File: src/rtl/arm_ctrl_seq.sv
// Fetch/decode/issue sequencer for the RV32I-subset datapath.
// It owns the PC, fetches instructions over a req/valid handshake, decodes
// ADDI/ADD/SUB/BEQ/BNE into datapath controls and resolves branches from EQ.
module arm_ctrl_seq #(
    parameter int unsigned           DATA_WIDTH = 32,
    parameter logic [DATA_WIDTH-1:0] RESET_PC   = '0
) (
    input  logic                  clk,
    input  logic                  rst,
    output logic                  imem_req,
    output logic [DATA_WIDTH-1:0] imem_addr,
    input  logic                  imem_valid,
    input  logic [31:0]           imem_rdata,
    input  logic                  EQ,
    output logic [DATA_WIDTH-1:0] pc,
    output logic [DATA_WIDTH-1:0] rs1,
    output logic [DATA_WIDTH-1:0] rs2,
    output logic [DATA_WIDTH-1:0] rd,
    output logic [DATA_WIDTH-1:0] ImmOp,
    output logic                  RegWrite,
    output logic                  ALUsrc,
    output logic                  ALUctrl,
    output logic                  illegal,
    output logic [31:0]           instret
);

    localparam logic [6:0] OpImm    = 7'b0010011;
    localparam logic [6:0] OpReg    = 7'b0110011;
    localparam logic [6:0] OpBranch = 7'b1100011;

    typedef enum logic [1:0] {StFetch, StDecode, StExec} state_e;

    state_e                state_q, state_d;
    logic [DATA_WIDTH-1:0] pc_q, pc_d;
    logic [31:0]           instr_q, instr_d;
    logic [4:0]            rs1_q, rs1_d, rs2_q, rs2_d, rd_q, rd_d;
    logic [DATA_WIDTH-1:0] imm_q, imm_d;
    logic                  alusrc_q, alusrc_d, aluctrl_q, aluctrl_d;
    logic                  wr_q, wr_d, beq_q, beq_d, bne_q, bne_d, ill_q, ill_d;
    logic [31:0]           instret_q, instret_d;

    logic [6:0]            opcode, funct7;
    logic [2:0]            funct3;
    logic [DATA_WIDTH-1:0] dec_imm;
    logic                  dec_src, dec_ctrl, dec_wr, dec_beq, dec_bne, dec_ill;
    logic                  taken;

    assign opcode = instr_q[6:0];
    assign funct3 = instr_q[14:12];
    assign funct7 = instr_q[31:25];

    // Decode the latched instruction into datapath controls.
    always_comb begin
        dec_imm  = '0;
        dec_src  = 1'b0;
        dec_ctrl = 1'b0;
        dec_wr   = 1'b0;
        dec_beq  = 1'b0;
        dec_bne  = 1'b0;
        dec_ill  = 1'b1;
        case (opcode)
            OpImm: begin
                if (funct3 == 3'b000) begin
                    dec_imm = {{(DATA_WIDTH-12){instr_q[31]}}, instr_q[31:20]};
                    dec_src = 1'b1;
                    dec_wr  = (instr_q[11:7] != 5'd0);
                    dec_ill = 1'b0;
                end
            end
            OpReg: begin
                if (funct3 == 3'b000 && (funct7 == 7'b0000000 || funct7 == 7'b0100000)) begin
                    dec_ctrl = funct7[5];
                    dec_wr   = (instr_q[11:7] != 5'd0);
                    dec_ill  = 1'b0;
                end
            end
            OpBranch: begin
                if (funct3 == 3'b000 || funct3 == 3'b001) begin
                    dec_imm  = {{(DATA_WIDTH-13){instr_q[31]}}, instr_q[31], instr_q[7],
                                instr_q[30:25], instr_q[11:8], 1'b0};
                    dec_ctrl = 1'b1;
                    dec_beq  = ~funct3[0];
                    dec_bne  = funct3[0];
                    dec_ill  = 1'b0;
                end
            end
            default: ;
        endcase
    end

    assign taken = (beq_q & EQ) | (bne_q & ~EQ);

    // Next-state logic: fetch handshake, decode latch, PC/instret commit in EXEC.
    always_comb begin
        state_d   = state_q;
        pc_d      = pc_q;
        instr_d   = instr_q;
        rs1_d     = rs1_q;
        rs2_d     = rs2_q;
        rd_d      = rd_q;
        imm_d     = imm_q;
        alusrc_d  = alusrc_q;
        aluctrl_d = aluctrl_q;
        wr_d      = wr_q;
        beq_d     = beq_q;
        bne_d     = bne_q;
        ill_d     = ill_q;
        instret_d = instret_q;
        case (state_q)
            StFetch: begin
                if (imem_valid) begin
                    instr_d = imem_rdata;
                    state_d = StDecode;
                end
            end
            StDecode: begin
                rs1_d     = instr_q[19:15];
                rs2_d     = instr_q[24:20];
                rd_d      = instr_q[11:7];
                imm_d     = dec_imm;
                alusrc_d  = dec_src;
                aluctrl_d = dec_ctrl;
                wr_d      = dec_wr;
                beq_d     = dec_beq;
                bne_d     = dec_bne;
                ill_d     = dec_ill;
                state_d   = StExec;
            end
            StExec: begin
                pc_d      = taken ? pc_q + imm_q : pc_q + DATA_WIDTH'(4);
                instret_d = instret_q + 32'd1;
                state_d   = StFetch;
            end
            default: state_d = StFetch;
        endcase
    end

    // State register with synchronous active-low reset.
    always_ff @(posedge clk) begin
        if (!rst) begin
            state_q   <= StFetch;
            pc_q      <= RESET_PC;
            instr_q   <= '0;
            rs1_q     <= '0;
            rs2_q     <= '0;
            rd_q      <= '0;
            imm_q     <= '0;
            alusrc_q  <= 1'b0;
            aluctrl_q <= 1'b0;
            wr_q      <= 1'b0;
            beq_q     <= 1'b0;
            bne_q     <= 1'b0;
            ill_q     <= 1'b0;
            instret_q <= '0;
        end else begin
            state_q   <= state_d;
            pc_q      <= pc_d;
            instr_q   <= instr_d;
            rs1_q     <= rs1_d;
            rs2_q     <= rs2_d;
            rd_q      <= rd_d;
            imm_q     <= imm_d;
            alusrc_q  <= alusrc_d;
            aluctrl_q <= aluctrl_d;
            wr_q      <= wr_d;
            beq_q     <= beq_d;
            bne_q     <= bne_d;
            ill_q     <= ill_d;
            instret_q <= instret_d;
        end
    end

    // The request drops during the reset cycle itself so memory sees it abandoned.
    assign imem_req  = rst && (state_q == StFetch);
    assign imem_addr = pc_q;
    assign pc        = pc_q;
    assign rs1       = {{(DATA_WIDTH-5){1'b0}}, rs1_q};
    assign rs2       = {{(DATA_WIDTH-5){1'b0}}, rs2_q};
    assign rd        = {{(DATA_WIDTH-5){1'b0}}, rd_q};
    assign ImmOp     = imm_q;
    assign ALUsrc    = alusrc_q;
    assign ALUctrl   = aluctrl_q;
    assign RegWrite  = (state_q == StExec) && wr_q;
    assign illegal   = (state_q == StExec) && ill_q;
    assign instret   = instret_q;

endmodule
File: config.mk
export PLATFORM = sky130hd
export DESIGN_NAME = arm_ctrl_seq
export DESIGN_NICKNAME = d
export VERILOG_FILES = /design/src/rtl/arm_ctrl_seq.sv
export SDC_FILE = /design/constraint.sdc
export NUM_CORES = 1
export LEC_CHECK = 0
export BUFFER_PORTS_ARGS = -buffer_cell sky130_fd_sc_hd__buf_2
export CAP_MARGIN = 20
export CORE_MARGIN = 3
export CORE_UTILIZATION = 45
export CTS_BUF_LIST = sky130_fd_sc_hd__clkbuf_8
export CTS_CLUSTER_SIZE = 20
export DETAILED_ROUTE_END_ITERATION = 8
export GPL_ROUTABILITY_DRIVEN = 0
export GPL_TIMING_DRIVEN = 0
export HOLD_SLACK_MARGIN = 0.05
export PLACE_DENSITY = 0.72
export SETUP_SLACK_MARGIN = 0.05
export SLEW_MARGIN = 0
export SYNTH_ARGS = -nofsm -noshare
export SYNTH_HDL_FRONTEND = slang
export SYNTH_SLANG_ARGS = --single-unit
File: constraint.sdc
create_clock -name clk -period 3.51 [get_ports clk]
set_clock_uncertainty 0.05 [all_clocks]
set_input_delay 0.351 -clock clk [delete_from_list [all_inputs] [get_ports clk]]
set_output_delay 0.351 -clock clk [all_outputs]
set_load 0.03 [all_outputs]
==> impl_metrics.toml <==
[setup_path]
crit_top_cell = "clkbuf_1"
endpoint_kind = "primary output"
cp_data_required_time_ns = 3.11
path_class = "register to primary output"
arrival_ns = 2.54
path_delay_family = "buffers and inverters"
crit_path_start_kind = "register"
cp.buffers_inverters = 3
path_cells = "and2b_2 > clkbuf_1 > clkbuf_1 > and2_1 > buf_2"
worstPathMaxFanout = 10
slowest_stage = "clkbuf_1"
slowest_delay_ns = 0.49

[global_routing]
antenna_found_initial = 0
grt_first_pass_wirelength_um = 37600
globalRouteTotalUtil_pct = 22.7
gr-total-overflow = 0
first_global_vias = 7485
grt_max_degree = 23

[cts]
cts_buffer_depth = 2
cts_root_buf = "clkbuf_8"
cts_buffers = 17
clock_latency_ns = 0.45
htree_levels = 4
cts_tree = "built"
clk_pin_slew_ns = 0.08
hold_buffers = 0
clock_sinks = 132

[finish]
fin_nets = 1443
drive_gt1_share_pct = 27.2
antenna_cells = 0
syn_to_final_growth_pct = 23.5
final_cell_mix = "buf_2 (182), nand2_1 (162), a21oi_1 (136), buf_4 (132), dfxtp_1 (131)"
final_util_pct = 57.1
design_area_sq_mm = 0.0104
final_common_cell = "buf_2"

[pwr]
ir_drop_mv = 0.293
power.leakage_nw = 4.93
power.density_mw_per_mm2 = 328

[sta]
setup_ws_ns = 0.571
rsz0062_at_grt = "no"
setup_viol = 0
tightest_slew_ns = 0.813
maxSlewViolCount = 0
hold_ws_ns = 0.0835
period_share_pct = 83.7
maxSlewHeadroom_pct = 45.6
finalHoldViolCount = 0
min_period_ns = 2.94
max_freq_ghz = 0.340

[yosys]
syn_inst = 1091
synth_xor_area_share_pct = 4.59
synth-compound-area-share_pct = 20.4
synth_area_sq_mm = 0.00840
syn_avg_cell_area_sq_um = 7.70
synth-seq-cells = 132
synth_edf_count = 0
ys_async_sr_fraction_pct = 0
ys_warn_count = 0
yosysTopAreaCell = "dfxtp_1"
ys_top_cells_by_area = "dfxtp_1 (31%), buf_4 (12%), a21oi_1 (8.1%)"
ys_seq_area_share_pct = 31.5
synth_simple_gate_area_share_pct = 22.8
synthMuxAreaShare_pct = 0.611
synth_top_family_by_area = "simple AND/OR/NAND/NOR gates"
ys_types = 75
synth-adder-area-share_pct = 5.16
synth_top_area_share_pct = 31.5
ys.flop_type = "dfxtp_1"

[flow_run]
cap_viol_max_count = 0

[floorplanning]
fp-row-count = 49
die_h_um = 143
core_sq_mm = 0.0181
dieArea_sq_mm = 0.0203
io_pins = 265
die_width_um = 143
start_util_pct = 46.3

[route]
drt.antenna.violating_nets = 0
vias = 8299
first_iter_violations = 630
vias_per_cell = 5.14
drt-pass1-iter-count = 5
wl_per_cell_um = 14.8
drc = 0
postRouteWirelength_um = 23900

[placed_design]
hpwlAfterDp_um = 18300
placed_cell_area_sq_mm = 0.00992
place_ws_ns = 0.305
io_buffers = 182

[worst_hold_path]
hp-class = "primary input to register"

[status]
status = "finished, final reports clean"
-- synth_stat cells, drive strengths merged (7+ instances only) --
master and instances:
inv 15, a21oi 139, ha 33, a21o 13, buf 138, nand2 163
nand4 23, o211ai 8, clkbuf 42, nor4 7, xor2 25, a31oi 12
and2 10, and3 12, or3 10, o21ai 53, o21bai 8, nand3 40
a22oi 15, nor2 85, dfxtp 132, nor3 20, xnor2 19
-- worst min-delay path, delay by kind of cell --
family	cells	cell delay, ns
compound gates	1	0.05
buf+inv	1	0.10
simple gates	1	0.04
-- timing repair --
action	in CTS	in global routing
setup endpoints to repair	0	1
buffers inserted	0	0
resized for setup	0	1
-- sequential cells by signal, indices dropped and copies added (netlist names) --
register	cells
bne_q	1
ALUsrc	1
instret	32
ALUctrl	1
ill_q	1
ImmOp	13
imem_addr	32
rs2_q	5
rd_q	5
rs1_q	5
wr_q	1
beq_q	1
state_q	2
instr_q	32
-- layout make-up --
type / count / area [sq um]
buffer: 180 / 1190
clock buffer: 18 / 248
clock inverter: 14 / 201
fill: 1735 / 7780
inverter: 15 / 56.3
multi-input combinational: 844 / 4810
sequential: 132 / 2640
tap: 229 / 287
timing repair buffer: 183 / 938
-- cells by family (layout without fill, tap and decap cells) --
family / Yosys count / count (layout)
DFF: 132 / 132
other: 1 / 81
buffers and inverters: 195 / 410
and+or+nand+nor: 394 / 394
adders and majority gates: 34 / 34
xor gates and xnor gates: 44 / 44
muxes: 5 / 5
AOI/OAI and AO/OA: 286 / 286
-- through the flow --
| step | power [mW] | instances | setup TNS (ns) |
|---|---|---|---|
| 6_report | 3.40 | 1615 | 0 |
| 2_1_floorplan | 1.90 | 1171 | 0 |
| 3_5_place_dp | 1.98 | 1583 | 0 |
| 4_1_cts | 3.41 | 1615 | 0 |
| 5_1_grt | 3.53 | 1615 | 0 |
| 3_3_place_gp | 1.98 | 1582 | -0.226 |
-- per-layer routing --
layer / vias to the layer above / wire (um) / GRT usage [%]
met5: - / 0 / 0
met4: 0 / 455 / 7.75
met3: 42 / 2080 / 5.01
met2: 363 / 11100 / 36.7
met1: 3706 / 10300 / 30.1
li1: 4188 / - / -
-- where the power goes --
group	switching, mW	total, mW	internal, mW	leakage [nW]
clock network	0.650	1.45	0.802	0.220
logic	0.267	0.394	0.127	3.64
registers	0.0294	1.56	1.53	1.07
-- worst paths after layout --
path	from	end	slack (ns)	cells past startpoint
worst min register to register	instr_q[17]	rs1_q[2]	0.39	2
worst max register to register	ImmOp[30]	imem_addr[27]	0.60	10
worst min-delay path	imem_rdata[18]	instr_q[18]	0.08	3
worst max-delay path	state_q[1]	RegWrite	0.57	5
Power figures use the tool's default switching activity.
